[src/rtl/bnn_frame_loader.sv]
// bnn_frame_loader: SPI command frame assembler and BNN load/response sequencer.
// Optional inter-byte timeout built when BNN_FRAME_TIMEOUT_EN is defined.
module bnn_frame_loader #(
  parameter logic [7:0]  HDR_BYTE       = 8'hA5,
  parameter logic [3:0]  ACK_NIBBLE     = 4'h5,
  parameter logic [7:0]  NAK_BYTE       = 8'hEE,
  parameter int unsigned TIMEOUT_CYCLES = 1024
) (
  input  logic        clk,
  input  logic        rst_n,
  input  logic [7:0]  rx_byte,
  input  logic        rx_valid,
  output logic        rx_ready,
  output logic [3:0]  in_bits,
  output logic [15:0] weights,
  output logic [15:0] bias,
  output logic        load,
  input  logic [3:0]  result,
  input  logic        result_valid,
  output logic [7:0]  tx_byte,
  output logic        tx_valid,
  input  logic        tx_ready,
  output logic        frame_err
);

  typedef enum logic [2:0] {
    S_IDLE, S_PAYLOAD, S_CHECK, S_LOAD, S_WAIT, S_RESP
  } state_t;

  state_t      state_q;
  logic [7:0]  pay_q [5];
  logic [2:0]  cnt_q;
  logic [7:0]  xor_q;
  logic        rx_ready_q;
  logic [3:0]  in_bits_q;
  logic [15:0] weights_q;
  logic [15:0] bias_q;
  logic        load_q;
  logic [7:0]  tx_byte_q;
  logic        tx_valid_q;
  logic        err_q;

  logic rx_fire;
  logic tmo_hit;

  assign rx_fire   = rx_valid && rx_ready_q;
  assign rx_ready  = rx_ready_q;
  assign in_bits   = in_bits_q;
  assign weights   = weights_q;
  assign bias      = bias_q;
  assign load      = load_q;
  assign tx_byte   = tx_byte_q;
  assign tx_valid  = tx_valid_q;
  assign frame_err = err_q;

`ifdef BNN_FRAME_TIMEOUT_EN
  localparam int TW =
    (TIMEOUT_CYCLES > 2) ? $clog2(TIMEOUT_CYCLES) : 1;
  localparam logic [TW-1:0] TMO_MAX = TW'(TIMEOUT_CYCLES - 1);

  logic [TW-1:0] tmo_q;
  logic [TW-1:0] tmo_d;
  logic          in_frame;

  assign in_frame = (state_q == S_PAYLOAD) || (state_q == S_CHECK);
  assign tmo_hit  = in_frame && !rx_fire && (tmo_q == TMO_MAX);

  always_comb begin
    tmo_d = '0;
    if (in_frame && !rx_fire && !tmo_hit) tmo_d = tmo_q + 1'b1;
  end

  always_ff @(posedge clk or negedge rst_n) begin
    if (!rst_n) tmo_q <= '0;
    else        tmo_q <= tmo_d;
  end
`else
  assign tmo_hit = 1'b0;
`endif

  always_ff @(posedge clk or negedge rst_n) begin
    if (!rst_n) begin
      state_q    <= S_IDLE;
      for (int i = 0; i < 5; i++) pay_q[i] <= '0;
      cnt_q      <= '0;
      xor_q      <= '0;
      rx_ready_q <= 1'b1;
      in_bits_q  <= '0;
      weights_q  <= '0;
      bias_q     <= '0;
      load_q     <= 1'b0;
      tx_byte_q  <= '0;
      tx_valid_q <= 1'b0;
      err_q      <= 1'b0;
    end else begin
      case (state_q)
        S_IDLE: begin
          if (rx_fire && rx_byte == HDR_BYTE) begin
            cnt_q   <= '0;
            xor_q   <= '0;
            err_q   <= 1'b0;
            state_q <= S_PAYLOAD;
          end
        end
        S_PAYLOAD: begin
          if (rx_fire) begin
            pay_q[cnt_q] <= rx_byte;
            xor_q        <= xor_q ^ rx_byte;
            cnt_q        <= cnt_q + 3'd1;
            if (cnt_q == 3'd4) state_q <= S_CHECK;
          end else if (tmo_hit) begin
            err_q   <= 1'b1;
            state_q <= S_IDLE;
          end
        end
        S_CHECK: begin
          if (rx_fire) begin
            rx_ready_q <= 1'b0;
            if (rx_byte == xor_q && pay_q[0][7:4] == 4'h0) begin
              in_bits_q <= pay_q[0][3:0];
              weights_q <= {pay_q[2], pay_q[1]};
              bias_q    <= {pay_q[4], pay_q[3]};
              load_q    <= 1'b1;
              state_q   <= S_LOAD;
            end else begin
              err_q      <= 1'b1;
              tx_byte_q  <= NAK_BYTE;
              tx_valid_q <= 1'b1;
              state_q    <= S_RESP;
            end
          end else if (tmo_hit) begin
            err_q   <= 1'b1;
            state_q <= S_IDLE;
          end
        end
        S_LOAD: begin
          load_q  <= 1'b0;
          state_q <= S_WAIT;
        end
        S_WAIT: begin
          if (result_valid) begin
            tx_byte_q  <= {ACK_NIBBLE, result};
            tx_valid_q <= 1'b1;
            state_q    <= S_RESP;
          end
        end
        S_RESP: begin
          if (tx_ready) begin
            tx_valid_q <= 1'b0;
            rx_ready_q <= 1'b1;
            state_q    <= S_IDLE;
          end
        end
        default: state_q <= S_IDLE;
      endcase
    end
  end

endmodule

[config.mk]
export PLATFORM = sky130hd
export DESIGN_NAME = bnn_frame_loader
export DESIGN_NICKNAME = d
export VERILOG_FILES = /design/src/rtl/bnn_frame_loader.sv
export SDC_FILE = /design/constraint.sdc
export NUM_CORES = 1
export LEC_CHECK = 0
export CORE_MARGIN = 2
export CORE_UTILIZATION = 58
export CTS_BUF_LIST = sky130_fd_sc_hd__clkbuf_8 sky130_fd_sc_hd__clkbuf_16
export CTS_CLUSTER_DIAMETER = 50
export DETAILED_ROUTE_END_ITERATION = 12
export PLACE_DENSITY = 0.84
export RECOVER_POWER = 100
export SLEW_MARGIN = 30
export SYNTH_ARGS = -nofsm -noshare
export SYNTH_HDL_FRONTEND = slang
export SYNTH_SLANG_ARGS = --single-unit
[constraint.sdc]
create_clock -name clk -period 5.2 [get_ports clk]
set_input_delay 0.52 -clock clk [delete_from_list [all_inputs] [get_ports clk]]
set_output_delay 0.52 -clock clk [all_outputs]
set_load 0.1 [all_outputs]
## Word level (Yosys, flattened, before mapping)

Index checks and enable logic that the tools add are counted.

| operators by class | value |
|---|---|
| $add $sub $neg | 1 |
| multiply operators | 0 |
| div/mod/pow operators | 0 |
| order comparisons | 2 |
| equal/unequal tests | 16 |
| shifts and indexed selects | 0 |
| mux-type cells | 34 |
| bitwise logic cells | 2 |
| reductions and logical operators | 21 |

Operators by type and width:

| cell | count |
|---|---|
| 8-bit two-way mux | 6 |
| 40-bit bitwise mux | 1 |
| 8-bit one-hot mux with 2 select lines | 2 |
| 3-bit two-way mux | 9 |
| 8-bit demux with 3-bit select | 1 |
| 3-bit one-hot mux with 6 select lines | 1 |
| 2-bit != test (second input constant) | 8 |
| 3-bit AND reduction | 4 |
| 2-bit nonzero test | 5 |
| 3-bit equality test (second input constant) | 3 |
| 1-bit two-way mux | 9 |
| 8-bit equality test | 1 |
| 8-bit equality test (second input constant) | 1 |
| 4-bit AND reduction | 2 |
| 8-bit bitwise XOR | 1 |
| 3-bit by 2-bit equality test with 1-bit output (second input constant) | 2 |
| 1-bit one-hot mux with 2 select lines | 3 |
| 3-bit one-hot mux with 2 select lines | 1 |
| 6-bit AND reduction | 1 |
| 5-bit AND reduction | 1 |
| 4-bit >= comparator (second input constant) | 1 |
| 1-bit logical AND | 4 |
| 4-bit zero test | 1 |
| 4-bit by 1-bit < comparator with 1-bit output (second input constant) | 1 |
| other kinds (7) | 7 |

| word-level totals | value |
|---|---|
| register bits | 102 |
| bits in latches | 0 |
| RAM bits | 0 |
| ROM bits | 0 |
| input port bits | 17 |
| word-level logic and storage cells | 92 |
| memories | 0 |

## Longest topological paths before layout

| depth | value |
|---|---|
| word-level depth | 6 |
| depth in mapped cells | 8 |

## Worst setup path after synthesis

OpenSTA, ideal clock, no wires.

| path | value |
|---|---|
| kind | reg-to-reg |
| start | register rx_ready_q, in the netlist rx_ready |
| end | register bias_q[0], in the netlist bias[0] |
| library setup time | 0.125 ns |
| arrival | 2.475 ns |
| data required time | 5.075 ns |
| setup slack | 2.599 ns |
| cell stages (with the launch flop) | 8 |
| period minus slack after synthesis | 2.601 ns |
| cell sequence | dfstp_2 > and3b_1 > buf_4 > nand3b_4 > or4_4 > buf_6 > buf_8 > mux2_4 |

| between the ends | value |
|---|---|
| cells in the longest elaborated chain, start to end | 2 |

RTL lines:

| item | RTL line | RTL |
|---|---|---|
| start: declaration | 34 | `logic rx_ready_q;` |
| start signal: assignment | 87 | `rx_ready_q <= 1'b1;` |
| start signal: assignment | 118 | `rx_ready_q <= 1'b0;` |
| start signal: assignment | 150 | `rx_ready_q <= 1'b1;` |
| 1-bit logical AND | 46 | `assign rx_fire = rx_valid && rx_ready_q;` |
| 3-bit AND reduction (no line) | - |  |
| end signal: assignment | 122 | `bias_q <= {pay_q[4], pay_q[3]};` |
| end: declaration | 37 | `logic [15:0] bias_q;` |

Every way passes these cells.
A chain may end at the register's enable or synchronous reset.

## Worst setup path in the final report

| path | value |
|---|---|
| start | input port rx_byte[0] |
| end | register weights_q[4], in the netlist weights[4] |

| between the ends | value |
|---|---|
| cells in the longest elaborated chain, start to end | 3 |

RTL lines:

| item | RTL line | RTL |
|---|---|---|
| start: declaration | 11 | `input logic [7:0] rx_byte,` |
| 8-bit equality test | 119 | `if (rx_byte == xor_q && pay_q[0][7:4] == 4'h0) begin` |
| 1-bit logical AND | 119 |  |
| 3-bit AND reduction (no line) | - |  |
| end signal: assignment | 121 | `weights_q <= {pay_q[2], pay_q[1]};` |
| end: declaration | 36 | `logic [15:0] weights_q;` |

Every way passes these cells.

==> impl_summary.txt <==
----------------------------------------------------
[CTS]
  Resize count post-CTS ... 0
  Hold-fix buffers, CTS ... 0
  Clock-pin slew of the registers on the worst-case setup and hold paths ... about 90 ps
  Clock buffer depth ... 2
  Number of CTS-inserted buffers ... 9
  Clock latency reported for the late side of the worst-skew pair ... 360 ps
  Clock tree from TritonCTS ... built
  H-tree level count ... 3
  CTS root buffer ... sky130_fd_sc_hd__clkbuf_8
  CTS sink count ... 101
  Number of buffers inserted to repair setup after CTS ... 0

[Yosys]
  Synthesized area ... about 4400 um2
  Number of synthesized register bits ... between 100 and 150
  Most used standard cells in the synthesized netlist ... sky130_fd_sc_hd__dfrtp_1, sky130_fd_sc_hd__mux2_2, sky130_fd_sc_hd__mux2_4
  Largest area contributor in the synthesized netlist ... sky130_fd_sc_hd__dfrtp_1
  Predominant post-synthesis flop cell ... sky130_fd_sc_hd__dfrtp_1
  Post-synthesis area per instance ... 14.12 um2
  Top cell type's share of synthesized area ... 0.5700
  Number of enable flip-flop cells after synthesis ... 0
  Count of cell types in the netlist ... 45
  Count of mapped cells out of synthesis ... 311
  Top cells by area in the synthesized netlist ... sky130_fd_sc_hd__dfrtp_1, sky130_fd_sc_hd__mux2_2, sky130_fd_sc_hd__mux2_4
  Most repeated cell in the gate-level netlist after synthesis ... sky130_fd_sc_hd__dfrtp_1
  Net Count, Synth ... between 300 and 400
  Synthesis Warnings ... 0
  Sequential area share after synthesis ... 0.5759
  Async SR Flop Fraction ... 1.000

[Worst setup path]
  Worst reg2reg path depth ... 4
  Kind of launch point of the worst setup path ... input port
  Critical-path maximum fanout ... 37
  Nature of the critical path endpoint ... register
  Launching instance or port of the critical path ... rx_byte[0]
  Endpoint of the worst register-to-register path ... weights[4]
  Setup slack, reg-to-reg ... 2150 ps
  End point of the critical path ... weights[4]
  WP data required ... 5430 ps
  Critical path start-end classification ... in2reg
  Arr. time, crit path ... 3650 ps
  Beginning of the worst register-to-register path ... rx_ready

[Floorplan]
  Vert. Die Dim ... a little over 90 um
  Starting utilization of the core area ... 0.6021
  Horizontal extent of the die ... 91.01 um
  Placement Rows ... 31
  Area of the core ... 7292 um2
  Boundary pin count ... 65
  Die outline area ... 8282 um2

[Global route]
  Total routing resource utilization after global routing ... 0.2232
  Global-route congestion overflow total ... 0
  Maximum number of pins on one net before global-route repair ... 66
  Global-route wire length before repair ... 14,530 um
  Initial antenna violation count ... 0
  Number of global-route vias before repair ... 2,806

[Finish]
  Multi-input gate area ... between 1500 and 2000 um2
  Ant. Diodes ... 0
  Storage cell area ... 2529 um2
  Growth of design area from synthesis to finish ... 15.27%
  Final cell utilization of the core ... 0.6941
  Layout cells sized above 1 ... 0.1730
  Post-layout net count ... 384
  Fill count ... between 500 and 600

[Job]
  Max cap viols ... 6

[Drt]
  Avg Vias per Cell ... roughly 5.6
  Number of iterations in the first detailed-routing pass ... 5
  Final routed wire length divided by cell count ... 18.38 um
  Initial drt markers ... between 100 and 150
  Routed wire length ... 8619 um
  Number of nets still failing antenna checks after routing ... 0
  Detailed-route DRC error count ... 0
  Count of vias placed by the detailed router ... approximately 2,600

[STA]
  Worst Skew ... 7.805 ps
  Transition time at the pin with the least slew margin ... 1937 ps
  Sum of negative setup slack ... 0 ps
  Max-slew headroom ... -0.2915
  Hold Worst Slack ... between 400 and 500 ps
  Unrepaired setup endpoints after global routing ... false
  Max-slew violation count ... 169
  Fin crit share ... 0.6578
  Final critical delay including setup and external delays ... 3420 ps
  Max Freq ... roughly 290 MHz
  Total count of hold-check failures in the final report ... 0
  Number of setup violations in the final report ... 0

[Outcome]
  Run status ... finished, violations left
  Failing checks ... max-capacitance violations, max-slew violations

[Power]
  Highest ir drop seen on vdd ... 0.2084 mV
  Combinational Power Share ... 0.203
  Pleak ... 2.551 nW
  Power Density ... 353.2 nW/um2
  Net switching power ... between 0.0005 and 0.0006 W
  Switching share of total power ... 0.3256
  Sequential fraction of design power ... 0.519
  Internal Pwr Total ... 0.001205 W
  Clock power frac ... 0.278

[Place]
  Final estimated routing congestion in global placement ... roughly 0.81
  I/O Buffers ... 64
  Dpl hpwl ... about 5600 um

[Min path]
  Type of the worst min-delay path ... reg2reg

----------------------------------------------------
-- routing by layer --
metal  up-vias  part of all wire  GRT usage
met1      1347              0.46     0.3220
met4         0             0.015    0.06692
li1       1210                 -          -
met5         -                 0          0
met3        11             0.047    0.04647
met2        78              0.47     0.3451
-- worst max-delay path, stage by stage --
cell                            delay (ps)
sky130_fd_sc_hd__dlygate4sd3_1         820
sky130_fd_sc_hd__xnor2_1               170
sky130_fd_sc_hd__nand4_1               230
sky130_fd_sc_hd__or4_1                1270
sky130_fd_sc_hd__mux2_1                610
-- cells by family (layout without fill, tap and decap cells) --
group,count (synthesis),after routing,share of synthesized area
flip-flops,101,101,0.5759
buffers and inverters,26,85,0.03818
adder cells (fa/ha/maj),2,2,0.005699
multiplexers,81,81,0.2314
AO/OA/AOI/OAI,37,37,0.05215
AND/OR/NAND/NOR,55,55,0.07866
XOR/XNOR,9,9,0.01795
-- layout by cell type, fill, tap and decap left out, drive strengths merged, types with 2 or more instances in the layout --
cell type	instances
a21oi	12
a31oi	9
and3b	2
clkbuf	11
clkdlybuf4s50	12
clkinv	2
clkinvlp	2
dfrtp	100
dlygate4sd3	51
ha	2
inv	6
mux2	77
mux2i	4
nand2	13
nand2b	10
nand3	3
nand3b	2
nand4	3
nor2	6
nor2b	2
nor4	6
nor4bb	2
o21ai	6
o22ai	2
o31ai	2
or4	2
xnor2	8
-- state kept, by name, summed over array words and instances (netlist names) --
register / flops
in_bits: 4
rx_ready: 1
pay_q: 40
tx_valid: 1
load: 1
state_q: 3
bias: 16
cnt_q: 3
weights: 16
tx_byte: 7
xor_q: 8
frame_err: 1
-- metrics by stage --
stage / cell area, um2 / total power (W) / instances / setup WS, ps
after floorplan: 4390 / 0.001213 / 311 / 2599
after global placement: 5007 / 0.001302 / 453 / 2081
after detailed placement: 5016 / 0.001325 / 453 / 2071
after CTS: 5213 / 0.001816 / 469 / 2456
after global routing: 5061 / 0.001869 / 469 / 1489
final: 5061 / 0.001787 / 469 / 1780
-- final cells by class --
cell class | count | share of cell area
tap | 99 | 0.02447
inverter | 4 | 0.002967
clock inverter | 7 | 0.01434
multi-input combinational | 184 | 0.3078
sequential | 101 | 0.4996
clock buffer | 9 | 0.02447
timing repair buffer | 65 | 0.1263
-- how the worst min path moves through the flow --
stage	start	end	slack [ps]	depth (start not counted)
6_report	tx_byte[6]	tx_byte[6]	480	2
5_1_grt	pay_q[29]	weights[5]	510	1
4_1_cts	rst_n	xor_q[1]	120	1
3_5_place_dp	tx_byte[6]	tx_byte[6]	470	2
3_3_place_gp	tx_byte[6]	tx_byte[6]	460	2
2_1_floorplan	rst_n	bias[0]	220	0
-- power by group through the flow --
stage / combinational, W / clock [W] / sequential, W
after floorplan: 0.000162 / 0 / 0.00105
after global placement: 0.000362 / 0 / 0.000941
after detailed placement: 0.000376 / 0 / 0.000948
after CTS: 0.000378 / 0.000505 / 0.000934
after global routing: 0.000390 / 0.000541 / 0.000938
final: 0.000362 / 0.000497 / 0.000928
Note: power is estimated with default switching activity, not from simulation.
==> patch 1 (same settings) <==
Build with the macro `BNN_FRAME_TIMEOUT_EN` defined.
--- a/src/rtl/bnn_frame_loader.sv
+++ b/src/rtl/bnn_frame_loader.sv
@@ -1,4 +1,6 @@
 // bnn_frame_loader: SPI command frame assembler and BNN load/response sequencer.
 // Optional inter-byte timeout built when BNN_FRAME_TIMEOUT_EN is defined.
+`define BNN_FRAME_TIMEOUT_EN
+
 module bnn_frame_loader #(
   parameter logic [7:0]  HDR_BYTE       = 8'hA5,
Check against the original RTL: same outputs for any inputs over 10 cycles, from zero or initial values and one cycle with rst_n low; that may be too few to reach the edited logic, so the function may still have changed.
==> patch 1 against the original RTL <==
- setup slack better by 0.00076 ns
- design area is 9.1% higher
- count of clock-buffer cells in the layout is 1 higher
- global-route usage is 0.73 points higher
- wire length is 11% higher
- non-clock buffer count is 2 higher
- critical path type unchanged
- the flow still finishes with violations (capacitance limit, slew limit)
- maximum frequency hardly changed
- sequential share of layout area is 0.35 points higher
- critical endpoint is now pay_q[31]$_DFFE_PN0P_
- sequential cell count is 10 higher
- area after synthesis is 7.5% higher
Power is not compared: it rests on default switching activity, and its combinational part moved more than twofold at a synthesized area within 25%.
==> patch 1: results (changes against the original RTL) <==
outcome = finished, violations left
failing checks = capacitance limit, slew limit
largest net degree at the start of global routing = 60 (-9.1%)
register area share after synthesis = 58.90% (+1.3 points)
RePlAce Congestion = 0.8136 (+0.73%)
reg2reg start = rx_ready$_DFFE_PN1P_
VDD IR-drop max = 0.0001839 V
diode count = 0 (unchanged)
post-DP HPWL = 6233 µm (+11%)
Largest Register = pay_q
Area growth syn-to-layout = 17.05%
Total GRT Usage = 23.04% (+0.73 points)
Residual DRC = 0 (unchanged)
root buffer cell = clkbuf_8
slowest cell delay on critical path = 1.31 ns (+0.04 ns)
clk slew on worst S/H paths = 0.11 ns (+0.02 ns)
Num CTS Buffers = 9 (unchanged)
initial antenna violation count = 0 (unchanged)
Largest register FFs = 40 (unchanged)
vias = 3,027 (+14%)
Synth area leader = dfrtp_1
DRT Pass-1 Iters = 5 (unchanged)
min-delay src = tmo_q[0]$_DFF_PN0_
# resized after CTS = 0 (unchanged)
WL/cell = 17.99 µm (-2.1%)
Net Count, Synth = 389 (+18%)
Post-synth top cells = dfrtp_1 (110), mux2_2 (69), nor2_1 (30), o21ai_0 (21)
synth top area cells = dfrtp_1 (58%), mux2_2 (16%), mux2_4 (2.5%)
Ys Warns = 0 (unchanged)
top_reg_cell synth = dfrtp_1
Max clock buf depth = 2 (unchanged)
min-delay worst type = reg -> reg
critical path fanouts, max = 16 (-57%)
Detailed Route Iter0 Violations = 225 (+55%)
Slew Viols, Final = 69 (-59%)
IO buf count = 64 (unchanged)
nets = 444 (+16%)
layout cells sized above 1 = 21.03% (+3.7 points)
worst setup path start = rx_valid
Netlist cell types = 42 (-6.7%)
clock latency on the worst-skew pair = 0.37 ns
Rel. slew slack = -107.4% (-78 points)
H-tree depth = 3 (unchanged)
switch share = 23.74%
first-pass GRT wire length = 15,530 µm (+6.9%)
Post-CTS Setup Bufs = 0 (unchanged)
total grt overflow = 0 (unchanged)
final setup skew = 0.01457 ns (+0.006763 ns)
P_leak = 2.807 nW
Crit-path slowest cell = nor4_1
max-capacitance violation count = 2 (-4)
vias in the first global route = 3,066 (+9.3%)
WP data arrival = 3.69 ns (+0.04 ns)
asr flop ratio synth = 100.0% (unchanged)
patch 1: worst paths after layout:
kind,to,slack (ns),depth (start not counted)
max,pay_q[31]$_DFFE_PN0P_,1.78,5
min,tmo_q[0]$_DFF_PN0_,0.46,1
max reg2reg,pay_q[31]$_DFFE_PN0P_,1.92,4
min reg2reg,tmo_q[0]$_DFF_PN0_,0.46,1
max in group asynchronous,cnt_q[1]$_DFFE_PN0P_,2.06,2
min in group asynchronous,tmo_q[2]$_DFF_PN0_,1.16,1
patch 1: final cells by class:
type | instances | area, µm²
Clock buffer | 10 | 137.6
Clock inverter | 5 | 50.05
Fill cell | 541 | 2285
Inverter | 10 | 37.54
Multi-Input combinational cell | 225 | 1742
Sequential cell | 111 | 2779
Tap cell | 102 | 127.6
Timing Repair Buffer | 67 | 649.4
patch 1: logic make-up after synthesis:
group,count (synthesis),share of synthesized area [%]
DFF,111,58.90
adders and majority gates,3,0.7956
muxes,77,19.01
AOI/OAI and AO/OA,46,5.860
xor gates and xnor gates,16,2.970
buffers and inverters,33,3.049
and+or+nand+nor,83,9.414
patch 1: routing by layer:
metal	wire length (µm)	GRT usage, %	vias up
met3	424	6.100	13
li1	-	-	1384
met4	139	5.918	0
met5	0	0	-
met1	4263	31.40	1543
met2	4706	37.08	87
patch 1: power by group through the flow:
stage / combinational (mW) / sequential [mW] / clock (mW)
floorplan: 0.0196 / 0.884 / 0
global placement: 0.0541 / 0.884 / 0
detailed placement: 0.0550 / 0.885 / 0
CTS: 0.0555 / 0.868 / 0.502
global route: 0.0602 / 0.868 / 0.536
finish: 0.0537 / 0.868 / 0.490
patch 1: critical path: cells and delay by family:
kind / cells / cell delay (ns)
buf+inv: 1 / 0.57
mux: 1 / 0.44
simple gates: 3 / 2.16
patch 1: stage by stage:
stage                     instances  area [µm²]  hold slack (ns)  worst slack, ns  util (%)
after floorplan                 369        4718           0.2244            2.725         -
after global placement          515        5400           0.4441            2.029     69.17
after detailed placement        515        5400           0.4512            1.942     69.17
after CTS                       530        5588           0.2300            2.382     71.57
after global routing            530        5523           0.4844            1.395     70.74
final                           530        5523           0.4630            1.780     70.74
==> patch 2 (same flow settings) <==
Made on the original files. Encoding of `state_t`: now Gray code (3 bits for 6 states).
--- a/src/rtl/bnn_frame_loader.sv
+++ b/src/rtl/bnn_frame_loader.sv
@@ -25,5 +25,5 @@
 
   typedef enum logic [2:0] {
-    S_IDLE, S_PAYLOAD, S_CHECK, S_LOAD, S_WAIT, S_RESP
+    S_IDLE = 3'b000, S_PAYLOAD = 3'b001, S_CHECK = 3'b011, S_LOAD = 3'b010, S_WAIT = 3'b110, S_RESP = 3'b111
   } state_t;
 
Check against the original RTL: same outputs for any inputs over 10 cycles, from zero or initial values and one cycle with rst_n low; not proved beyond that.
==> patch 2 against the original RTL <==
- utilization grew 0.73 points
- wire length shrank 5.2%
- via count shrank 0.91%
- setup slack lost 0.23 ns
- the run still ends with capacitance limit, slew limit left
- design area is essentially flat
- highest routed layer unchanged
- sequential cell count is the same
- largest cell class unchanged
- area after synthesis shrank 1.9%
Power is not compared: it rests on default switching activity, and its combinational part moved more than twofold at a synthesized area within 25%.
==> patch 2: results (changes against the original RTL) <==
largest net degree at the start of global routing = 56 (-15%)
WP data arrival = 3.89 ns (+0.24 ns)
drt via density = 5.603 (-0.70%)
slowest cell delay on critical path = 1.48 ns (+0.21 ns)
max-capacitance violation count = 5 (-1)
Synth Instances = 309 (-0.64%)
Crit-path slowest cell = nor4_1
synth top area cells = dfrtp_1 (58%), mux2_2 (18%), mux2_4 (2.8%)
top_reg_cell synth = dfrtp_1
Num CTS Buffers = 9 (unchanged)
post-DP HPWL = 5490 µm (-2.1%)
outcome = finished, violations left
# resized after CTS = 0 (unchanged)
met3 Resource Use GR = 3.018% (-1.6 points)
Slew Viols, Final = 87 (-49%)
Setup Slack @ Placement = 2.018 ns (-0.05309 ns)
Net Count, Synth = 328 (-0.61%)
Post-synth top cells = dfrtp_1 (100), mux2_2 (70), clkbuf_1 (12), nand2_1 (10)
H-tree depth = 3 (unchanged)
first-pass GRT wire length = 13,520 µm (-6.9%)
vias in the first global route = 2,591 (-7.7%)
nets = 383 (-0.26%)
layout cells sized above 1 = 22.49% (+5.2 points)
initial antenna violation count = 0 (unchanged)
Non-Filler Instances = 468 (-0.21%)
diode count = 0 (unchanged)
WL/cell = 17.47 µm (-5.0%)
RePlAce Congestion = 0.8055 (-0.27%)
DRT Pass-1 Iters = 4 (-1)
critical path fanouts, max = 20 (-46%)
worst slew pin tran = 2.472 ns (+0.5350 ns)
clk slew on worst S/H paths = 0.09 ns (about the same)
Total GRT Usage = 21.07% (-1.2 points)
failing checks = capacitance limit, slew limit
Inst Count DP = 452 (-0.22%)
asr flop ratio synth = 100.0% (unchanged)
VDD IR-drop max = 0.0001817 V
Netlist cell types = 42 (-6.7%)
GR Layer Usage met1 = 30.34% (-1.9 points)
P_leak = 2.582 nW
Detailed Route Iter0 Violations = 119 (-18%)
met2 Use GR = 33.27% (-1.2 points)
final setup skew = 0.01292 ns (+0.005111 ns)
Post-CTS Setup Bufs = 0 (unchanged)
Ys Warns = 0 (unchanged)
setup ws final = 1.547 ns (-0.2326 ns)
register area share after synthesis = 58.73% (+1.1 points)
-- patch 2: cell types whose count changed in the layout (fill, tap and decap cells not counted), sizes merged, moves of 3 or more --
cell	before	now
a31oi	9	2
nor3b	0	9
a21oi	12	4
nand2b	10	5
o221ai	0	9
a21o	0	8
nand2	13	10
-- patch 2: worst max-delay path: cells and delay by family, from the launching register on --
family,cells,cell delay [ns]
and+or+nand+nor,3,2.37
DFF,1,0.72
muxes,1,0.45
-- patch 2: per-stage QoR --
step / hold slack [ns] / util (%) / power (mW) / area, µm²
global placement: 0.4559 / 69.04 / 0.8882 / 4981
floorplan: 0.2244 / - / 0.8486 / 4305
CTS: 0.1753 / 71.47 / 1.322 / 5156
detailed placement: 0.4594 / 69.11 / 0.8892 / 4986
global route: 0.4953 / 70.14 / 1.348 / 5060
finish: 0.4693 / 70.14 / 1.303 / 5060
-- patch 2: final cells by class --
class / instances / area (µm²)
clock buffer: 10 / 137.6
sequential: 101 / 2529
clock inverter: 6 / 32.53
inverter: 5 / 18.77
fill: 525 / 2155
timing repair buffer: 66 / 643.1
tap: 99 / 123.9
multi-input combinational: 181 / 1575
-- patch 2: worst paths after layout --
kind,startpoint,end,depth (start not counted)
max,state_q[0]$_DFFE_PN0P_,pay_q[30]$_DFFE_PN0P_,4
min,tx_byte[6]$_DFFE_PN0P_,tx_byte[6]$_DFFE_PN0P_,2
max reg2reg,state_q[0]$_DFFE_PN0P_,pay_q[30]$_DFFE_PN0P_,4
min reg2reg,tx_byte[6]$_DFFE_PN0P_,tx_byte[6]$_DFFE_PN0P_,2
max in group asynchronous,rst_n,xor_q[1]$_DFFE_PN0P_,2
min in group asynchronous,rst_n,tx_byte[0]$_DFFE_PN0P_,1
-- patch 2: metal layers --
| metal | share of wire [%] | up-vias |
|---|---|---|
| met1 | 47 | 1342 |
| met4 | 1.2 | 0 |
| met3 | 3.4 | 8 |
| li1 | - | 1218 |
| met5 | 0 | - |
| met2 | 49 | 54 |
-- patch 2: logic make-up after synthesis --
logic type                 share of synthesized area, %
AOI/OAI and AO/OA                                 5.318
xor gates and xnor gates                          1.831
adders and majority gates                        0.5811
buffers and inverters                             2.935
DFF                                               58.73
muxes                                             21.80
and+or+nand+nor                                   8.806
-- patch 2: where the power goes --
group          total [mW]  internal [mW]  switching [mW]
clock network       0.434          0.182           0.251
logic              0.0802         0.0207          0.0595
registers           0.789          0.788         0.00150
total                1.30          0.991           0.312
